`src/rtl/weight_load_responder.sv`:
```
`default_nettype none
// ============================================================================
// Module  : weight_load_responder
// Brief   : On each load request, fetches one output-channel-tile weight group
//           from memory and writes it into the weight buffer, then acks.
// Rev     : 1.0
// ============================================================================
module weight_load_responder #(
    parameter int TPO     = 8,
    parameter int KS      = 3,
    parameter int BUF_AW  = 12,
    parameter int MAX_OUT = 4
) (
    input  logic              clk_i,
    input  logic              rst_ni,
    input  logic              load_weight_req_i,
    output logic              load_weight_ack_o,
    input  logic [31:0]       weight_base_i,
    input  logic [31:0]       ic_i,
    input  logic [31:0]       oco_i,
    output logic              mem_req_o,
    output logic [31:0]       mem_addr_o,
    input  logic              mem_gnt_i,
    input  logic              mem_rvalid_i,
    input  logic [31:0]       mem_rdata_i,
    output logic              wbuf_we_o,
    output logic [BUF_AW-1:0] wbuf_addr_o,
    output logic [31:0]       wbuf_wdata_o,
    output logic              busy_o,
    output logic              err_o
);

    localparam int              c_ow      = $clog2(MAX_OUT) + 1;
    localparam logic [31:0]     c_taps    = 32'(TPO * KS * KS);
    localparam logic [32:0]     c_cap     = 33'd1 << BUF_AW;
    localparam logic [c_ow-1:0] c_max_out = c_ow'(MAX_OUT);
    localparam logic [c_ow-1:0] c_one     = c_ow'(1);

    typedef enum logic [2:0] {
        StIdle  = 3'd0,
        StSetup = 3'd1,
        StFetch = 3'd2,
        StDrain = 3'd3,
        StAck   = 3'd4,
        StGuard = 3'd5
    } state_t;

    state_t          r_state;
    logic [31:0]     r_total;
    logic [31:0]     r_grp_addr;
    logic [31:0]     r_issue_cnt;
    logic [31:0]     r_resp_cnt;
    logic [c_ow-1:0] r_outstanding;
    logic            r_err;

    logic [31:0]     w_total;
    logic [31:0]     w_grp_addr;
    logic            w_overflow;
    logic            w_grant;
    logic            w_rsp_fire;

    assign w_total    = c_taps * (ic_i >> 5);
    assign w_grp_addr = weight_base_i + oco_i * w_total * 32'd4;
    assign w_overflow = {1'b0, w_total} > c_cap;

    assign mem_req_o  = (r_state == StFetch) && (r_issue_cnt < r_total)
                        && (r_outstanding < c_max_out);
    assign mem_addr_o = mem_req_o ? (r_grp_addr + {r_issue_cnt[29:0], 2'b00}) : 32'd0;
    assign w_grant    = mem_req_o && mem_gnt_i;

    // Responses with nothing outstanding are strays (e.g. from before a reset).
    assign w_rsp_fire = ((r_state == StFetch) || (r_state == StDrain))
                        && mem_rvalid_i && (r_outstanding != '0);

    assign wbuf_we_o         = w_rsp_fire;
    assign wbuf_addr_o       = w_rsp_fire ? r_resp_cnt[BUF_AW-1:0] : '0;
    assign wbuf_wdata_o      = w_rsp_fire ? mem_rdata_i : 32'd0;
    assign load_weight_ack_o = (r_state == StAck);
    assign busy_o            = (r_state != StIdle);
    assign err_o             = r_err;

    always_ff @(posedge clk_i or negedge rst_ni) begin
        if (!rst_ni) begin
            r_state       <= StIdle;
            r_total       <= 32'd0;
            r_grp_addr    <= 32'd0;
            r_issue_cnt   <= 32'd0;
            r_resp_cnt    <= 32'd0;
            r_outstanding <= '0;
            r_err         <= 1'b0;
        end else begin
            if (w_grant)    r_issue_cnt <= r_issue_cnt + 32'd1;
            if (w_rsp_fire) r_resp_cnt  <= r_resp_cnt + 32'd1;
            if (w_grant && !w_rsp_fire)      r_outstanding <= r_outstanding + c_one;
            else if (!w_grant && w_rsp_fire) r_outstanding <= r_outstanding - c_one;

            case (r_state)
                StIdle: begin
                    if (load_weight_req_i) r_state <= StSetup;
                end
                StSetup: begin
                    r_total       <= w_total;
                    r_grp_addr    <= w_grp_addr;
                    r_issue_cnt   <= 32'd0;
                    r_resp_cnt    <= 32'd0;
                    r_outstanding <= '0;
                    r_err         <= w_overflow;
                    if ((w_total == 32'd0) || w_overflow) r_state <= StAck;
                    else                                  r_state <= StFetch;
                end
                StFetch: begin
                    // Leave on the final grant so the last response is seen in StDrain.
                    if (w_grant && (r_issue_cnt + 32'd1 == r_total)) r_state <= StDrain;
                end
                StDrain: begin
                    // Ack lands the cycle right after the final buffer write.
                    if ((w_rsp_fire && (r_resp_cnt + 32'd1 == r_total))
                        || (r_resp_cnt == r_total)) r_state <= StAck;
                end
                StAck:   r_state <= StGuard;
                StGuard: r_state <= StIdle;
                default: r_state <= StIdle;
            endcase
        end
    end

endmodule
`default_nettype wire

```
`config.mk`:
```
export PLATFORM = sky130hd
export DESIGN_NAME = weight_load_responder
export DESIGN_NICKNAME = d
export VERILOG_FILES = /design/src/rtl/weight_load_responder.sv
export SDC_FILE = /design/constraint.sdc
export NUM_CORES = 1
export LEC_CHECK = 0
export CAP_MARGIN = 5
export CORE_MARGIN = 5
export CORE_UTILIZATION = 61
export DETAILED_ROUTE_END_ITERATION = 8
export PLACE_DENSITY = 0.84
export SETUP_SLACK_MARGIN = 0.05
export SLEW_MARGIN = 40
export SYNTH_ARGS = -nofsm -noshare
export SYNTH_HDL_FRONTEND = slang
export SYNTH_SLANG_ARGS = --single-unit
```
`constraint.sdc`:
```
create_clock -name clk_i -period 4.8 [get_ports clk_i]
set_input_delay 0.96 -clock clk_i [delete_from_list [all_inputs] [get_ports clk_i]]
set_output_delay 0.96 -clock clk_i [all_outputs]
set_load 0.1 [all_outputs]
```
==> results of run 1 <==
Yosys cell counts (3+ instances only):
cell,number
a2111oi_0,4
a211o_1,5
a211oi_1,11
a21boi_0,3
a21o_1,54
a21oi_1,91
a22oi_1,3
a31oi_1,20
a41oi_1,3
and2_1,138
and3_1,36
buf_1,8
buf_2,8
clkbuf_1,118
dfrtp_1,132
fa_1,284
ha_1,234
inv_1,463
mux2i_1,3
nand2_1,423
nand2b_1,32
nand3_1,48
nand3b_1,6
nand4_1,26
nor2_1,134
nor2b_1,23
nor3_1,26
nor3_2,5
nor3b_1,3
nor4_1,14
o211ai_1,8
o21a_1,8
o21ai_0,155
o21ai_1,22
o21bai_1,27
o31ai_1,32
o41ai_1,5
or2_2,3
or3_1,9
or4_1,5
xnor2_1,162
xnor3_1,4
xor2_1,75
metrics by stage:
stage	hold slack [ps]	std cells
after global placement	452	3813
after CTS	491	3916
after detailed placement	467	3814
after floorplan	437	2907
metal layers:
metal | overflow | track usage
met1 | 0 | 0.575
met2 | 2 | 0.791
met3 | 1 | 0.442
met4 | 1 | 0.545
met5 | 0 | 0.207
kinds of logic after synthesis:
kind of cell / Yosys count / share of synthesized area
DFF: 132 / 0.139
muxes: 5 / 0.00221
and+or+nand+nor: 941 / 0.188
xor gates and xnor gates: 241 / 0.0911
buffers and inverters: 598 / 0.0952
AOI/OAI and AO/OA: 472 / 0.122
adders and majority gates: 518 / 0.362
repair_timing:
action | in CTS
pin swaps | 181
gates resized for setup | 257
endpoints found under the setup margin | 58
setup buffers | 73
endpoints found under the hold margin | 0
==> flow_summary.ini, run 1 <==
[synth]
yosysTopAreaCellShare = 0.239
syn_nets = 3558
ys.flop_type = dfrtp_1
syn-mean-instance-area_um2 = 8.17
syn-instance-count = 2907
ys_warn_count = 0
async_flop_share = 1.00
synth_edf_count = 0
ys_types = 70
ys_seq_area_frac = 0.139
synth_top_cell_by_area = fa_1
synthTopCellsByArea = fa_1 (24%), dfrtp_1 (14%), ha_1 (12%)
ys_seq_elements = 132
synthesis.area_mm2 = 0.0238

[global_routing]
grt.total_usage = 0.593
grt_max_degree = 76
overflow = 4
antenna_found_initial = 16

[run_status]
error = [ERROR GRT-0232] Routing congestion too high. Check the congestion heatmap in the GUI.
run_status = did not finish
lastStage = global routing

[placed_design]
hpwl_mm = 61.7
place_area_mm2 = 0.0298
portBuffers = 203
dp_slack_ps = -5240
gp_routability_congestion = 0.956

[cts]
hold_buffers = 0
cts_made_buffers = 17
ctsRootBufferMaster = clkbuf_16
clockBufferDepth = 2
clock-sinks = 132
htree_levels = 4

[die]
rows = 72
fp.dieH_um = 207
ioPinCount = 214
start_util = 0.616
die_w_um = 207

[timing]
worst_endpoint_kind = register input
grt-worst-endpoint = r_grp_addr[31]$_DFFE_PN0P_/D
==> inputs of run 2 (changes only) <==
--- a/config.mk
+++ b/config.mk
@@ -7,10 +7,9 @@
 export LEC_CHECK = 0
 export CAP_MARGIN = 5
 export CORE_MARGIN = 5
-export CORE_UTILIZATION = 61
+export CORE_UTILIZATION = 40
 export DETAILED_ROUTE_END_ITERATION = 8
-export PLACE_DENSITY = 0.84
-export SETUP_SLACK_MARGIN = 0.05
+export PLACE_DENSITY_LB_ADDON = 0.15
 export SLEW_MARGIN = 40
 export SYNTH_ARGS = -nofsm -noshare
 export SYNTH_HDL_FRONTEND = slang
==> run 2 against run 1 <==
  * The flow now finishes, with violations (setup timing)
  * Area after synthesis is the same
  * Synthesized cell count is the same
==> flow_summary.ini, run 2 <==
[die]
fp.dieH_um = 254
core_area_mm2 = 0.0589
die_w_um = 254
die_area_mm2 = 0.0644
ioPinCount = 214
rows = 89
start_util = 0.403

[placed_design]
hpwl_mm = 62.7
portBuffers = 203
gp_routability_congestion = 0.924
dp_slack_ps = -5190

[cells_and_area]
final_cell_mix = inv_1 (428), nand2_1 (417), buf_4 (356), fa_1 (270), ha_1 (176)
top_regs = r_grp_addr (32), r_issue_cnt (32), r_resp_cnt (32)
final_layout_size_suffix_gt1_frac = 0.246
final.fill_count = 5254
finalNetCount = 4054
final-seq-area_mm2 = 0.00331
multi_input_area_mm2 = 0.0201
post-route-util = 0.557
layout_commonest_cell = inv_1
area_growth_pct = 38.0

[timing]
fin_skew_ps = 12.2
setup_ws_ps = -4180
period_minus_slack_ps = 8980
rsz0062_at_grt = yes
fmax_ghz = 0.111
maxSlewViolCount = 0
worst_pin_slew_ps = 735
slew_headroom = 0.510
finalSetupTns_ps = -58740
setup-violations-final = 26
fin_crit_sh = 1.87
hold_viol_final = 0

[detailed_routing]
avgRoutedWirePerCell_um = 18.4
wl_mm = 77.3
vias = 21800
route.detailed.drc = 0
antenna_left = 0
first_pass_iters = 6
viasPerCell = 5.20
drtIter0Drc = 1211

[flow_run]
drv_cap = 0

[critical_path]
path_delay_family = adder cells
cp_slowest_stage_delay_ps = 550
crit_buf_inv = 8
path_class = in2reg
rr_startpoint = r_issue_cnt[7]$_DFFE_PN0P_
critPathArrivalTime_ps = 9290
crit_path_end_kind = flip-flop
reg2reg_to = r_state[0]$_DFFE_PN0P_
path_max_fanout = 10
required_ps = 5120
rr_worst_depth = 15
rrSetupSlack_ps = 390
slowest_stage = fa_1
startpoint_type = input pin
crit_top_cell = xnor2_1

[cts]
htree_levels = 4
ctsRootBufferMaster = clkbuf_16
clock_latency_ps = 450
clockBufferDepth = 2
cts.clk_slew.worst_paths_ps = 60
tritoncts = built
clock-sinks = 132
hold_buffers = 0
cts_made_buffers = 17

[synth]
ys_seq_area_frac = 0.139
synth_common_cells = inv_1 (463), nand2_1 (423), fa_1 (284), ha_1 (234), xnor2_1 (162)
syn-instance-count = 2907
yosysTopAreaCellShare = 0.239
synth_top_cell_by_area = fa_1
ys.flop_type = dfrtp_1
syn_nets = 3558
synthesis.area_mm2 = 0.0238
ys_seq_elements = 132
yosysMostFrequentCell = inv_1
ys_types = 70
ys_warn_count = 0
synthTopCellsByArea = fa_1 (24%), dfrtp_1 (14%), ha_1 (12%)
async_flop_share = 1.00
syn-mean-instance-area_um2 = 8.17
synth_edf_count = 0

[worst_hold_path]
hold_end = err_o$_DFFE_PN0P_
min_from = err_o$_DFFE_PN0P_
hold_depth = 2
min_path_type = reg2reg

[global_routing]
grt_pass1_wl_mm = 123
overflow = 0
grt.total_usage = 0.239
antenna_found_initial = 2
grt_pass1_vias = 23000
grt_max_degree = 81

[run_status]
run_status = finished, violations left
violations = setup timing
run 2: logic make-up after synthesis:
group / share of synthesized area
adder cells (fa/ha/maj): 0.362
buffers and inverters: 0.0952
XOR/XNOR: 0.0911
AO/OA/AOI/OAI: 0.122
flip-flops: 0.139
multiplexers: 0.00221
AND/OR/NAND/NOR: 0.188
run 2: worst max path at each step:
stage	start	to	slack, ps	cells past startpoint
2_1_floorplan	ic_i[6]	r_grp_addr[31]$_DFFE_PN0P_	-4030	37
3_3_place_gp	ic_i[8]	r_grp_addr[31]$_DFFE_PN0P_	-5100	38
3_5_place_dp	ic_i[8]	r_grp_addr[31]$_DFFE_PN0P_	-5190	38
4_1_cts	ic_i[17]	r_grp_addr[31]$_DFFE_PN0P_	-4130	39
5_1_grt	ic_i[20]	r_grp_addr[31]$_DFFE_PN0P_	-4470	37
6_report	ic_i[9]	r_grp_addr[31]$_DFFE_PN0P_	-4180	38
run 2: metal layers:
metal  track usage  vias up  wire length [um]
met1         0.308    10700             32200
met3        0.0345      152              4400
met2         0.408      645             37800
met4        0.0902        0              2940
met5             0        -                 0
li1              -    10300                 -
run 2: final cells by class:
cell class | instances | area share
Multi-Input combinational cell | 2177 | 0.611
Timing Repair Buffer | 612 | 0.189
Sequential cell | 132 | 0.101
Inverter | 463 | 0.0531
Tap cell | 773 | 0.0295
Clock buffer | 18 | 0.0131
Clock inverter | 14 | 0.00317
Antenna cell | 1 | 0.0000763
run 2: metrics by stage:
step                      instances  hold WS [ps]  instance area (um2)
after floorplan                2907           437                24400
after global placement         4092           454                30300
after detailed placement       4094           467                30300
after CTS                      4164           480                32100
after global routing           4189           487                32800
final                          4190           474                32800
run 2: worst reg2reg max path, cell delays in order, from the launching register on:
cell	delay [ps]
dfrtp_1	580
and3_1	310
nand4_1	160
or3_1	470
nor2_1	290
nand3_1	210
nor2_1	270
nand3_1	170
xnor2_1	170
nor4_1	320
nand4_1	190
a211oi_1	240
nand2_1	80
a211o_1	290
o21ai_1	190
mux2_1	340
run 2: what timing repair did:
action	4_1_cts	5_1_grt
cloned	3	2
resized for setup	219	101
setup buffers	35	26
pin swaps	121	98
endpoints found under the setup margin	57	57
Power of run 2 is left out: the tool's default activity adds up to more than one toggle a clock period on the data nets, which glitch-free logic cannot reach.
==> inputs of run 3 (changes only) <==
--- a/config.mk
+++ b/config.mk
@@ -7,7 +7,7 @@
 export LEC_CHECK = 0
 export CAP_MARGIN = 5
 export CORE_MARGIN = 5
-export CORE_UTILIZATION = 40
+export CORE_UTILIZATION = 55
 export DETAILED_ROUTE_END_ITERATION = 8
 export PLACE_DENSITY_LB_ADDON = 0.15
 export SLEW_MARGIN = 40
==> run 3 against run 2 <==
  * The run still ends with setup timing left
  * Cell count shrank 4.5%
  * Flip-flop and latch count did not move
  * Via count is 4.2% higher
  * Count of clock-buffer cells in the layout grew 3
  * Non-clock buffer count down 1
  * Highest routed layer unchanged
  * Hold slack better by 6.7 ps
  * Die area decreased by 26%
==> flow_summary.ini, run 3 (synthesis results as in run 2) <==
[detailed_routing]
viasPerCell = 5.67
antenna_left = 0
top_layer = met4
drtIter0Drc = 1676
wl_mm = 79.3
met1_length_mm = 30.0
route.detailed.drc = 0
vias = 22700
wl_met2_mm = 39.4
avgRoutedWirePerCell_um = 19.8
met3_length_mm = 5.61
first_pass_iters = 6

[run_status]
run_status = finished, violations left
violations = setup timing

[placed_design]
portBuffers = 203
gp_routability_congestion = 0.966
place_area_mm2 = 0.0299
hpwl_mm = 61.2

[global_routing]
grt_max_degree = 72
grt_pass1_vias = 23500
grt_pass1_wl_mm = 124
overflow = 0
grt.total_usage = 0.326
antenna_found_initial = 1

[cells_and_area]
layout_commonest_cell = inv_1
top_regs = r_grp_addr (32), r_issue_cnt (32), r_resp_cnt (32)
post-route-cell-area_mm2 = 0.0326
finalNetCount = 4053
final.fill_count = 2971
post-route-util = 0.761
final_layout_size_suffix_gt1_frac = 0.248
final_cell_mix = inv_1 (427), nand2_1 (415), buf_4 (354), fa_1 (267), ha_1 (180)
area_growth_pct = 37.3

[timing]
finalSetupTns_ps = -65090
rsz0062_at_grt = yes
setup-violations-final = 32
slew_headroom = 0.455
maxSlewViolCount = 0
worst_pin_slew_ps = 809
fin_crit_sh = 1.92
hold_viol_final = 0
fin_skew_ps = 9.45
setup_ws_ps = -4390
period_minus_slack_ps = 9190
fmax_ghz = 0.109

[critical_path]
critPathArrivalTime_ps = 9490
crit_path_end_kind = flip-flop
path_class = in2reg
cp_slowest_stage_delay_ps = 540
path_max_fanout = 4
startpoint_type = input pin
rr_startpoint = r_issue_cnt[6]$_DFFE_PN0P_
setup.worst_path.start = ic_i[6]
crit_top_cell = fa_1
slowest_stage = fa_1
required_ps = 5100

[flow_run]
drv_cap = 0

[die]
die_area_mm2 = 0.0475
core_area_mm2 = 0.0429
die_w_um = 218
rows = 76
fp.dieH_um = 218
start_util = 0.554
ioPinCount = 214

[cts]
clock_latency_ps = 430
cts_made_buffers = 17
htree_levels = 4
tritoncts = built
hold_buffers = 0
clock-sinks = 132
clockBufferDepth = 2
cts.clk_slew.worst_paths_ps = 60
ctsRootBufferMaster = clkbuf_16

[worst_hold_path]
min_from = r_grp_addr[0]$_DFFE_PN0P_
min_path_type = reg2reg
==> run 3: final cells by class <==
cell class	instances	area, um2	area share
antenna	1	2.50	0.0000767
clock buffer	21	460	0.0141
clock inverter	10	125	0.00383
inverter	463	1740	0.0534
multi-input combinational	2177	20200	0.618
sequential	132	3300	0.101
tap	585	732	0.0224
timing repair buffer	611	6110	0.187
==> run 3: final timing paths <==
kind | end | slack (ps) | cells past startpoint
worst max-delay path | r_grp_addr[31]$_DFFE_PN0P_ | -4390 | 41
worst min-delay path | r_grp_addr[0]$_DFFE_PN0P_ | 480 | 2
worst max register to register | r_state[0]$_DFFE_PN0P_ | 410 | 16
worst min register to register | r_grp_addr[0]$_DFFE_PN0P_ | 480 | 2
max in group asynchronous | r_resp_cnt[1]$_DFFE_PN0P_ | 3480 | 2
min in group asynchronous | r_grp_addr[13]$_DFFE_PN0P_ | 500 | 1
==> run 3: stage by stage <==
step | cells | hold WS, ps | worst slack [ps]
2_1_floorplan | 2907 | 437 | -4030
3_3_place_gp | 3885 | 451 | -5110
3_5_place_dp | 3886 | 462 | -5240
4_1_cts | 3970 | 476 | -4210
5_1_grt | 3999 | 512 | -4680
6_report | 4000 | 480 | -4390
==> run 3: critical path: cells and delay by family <==
kind                       cells  cell delay, ps
and+or+nand+nor                6             730
xor gates and xnor gates       2             320
buffers and inverters         11            1020
adders and majority gates     12            4500
AOI/OAI and AO/OA             10            1930
==> run 3: metal layers <==
layer,global-route usage,vias to the layer above
li1,-,10300
met5,0,-
met2,0.572,1020
met1,0.399,11100
met3,0.0441,249
met4,0.150,0
==> run 3: repair_timing <==
| item | CTS | global route |
|---|---|---|
| pin swaps | 165 | 142 |
| endpoints found under the setup margin | 57 | 57 |
| gates cloned | 0 | 2 |
| resized for setup | 218 | 127 |
| buffers inserted | 54 | 33 |
Power of run 3 is left out for the same reason.
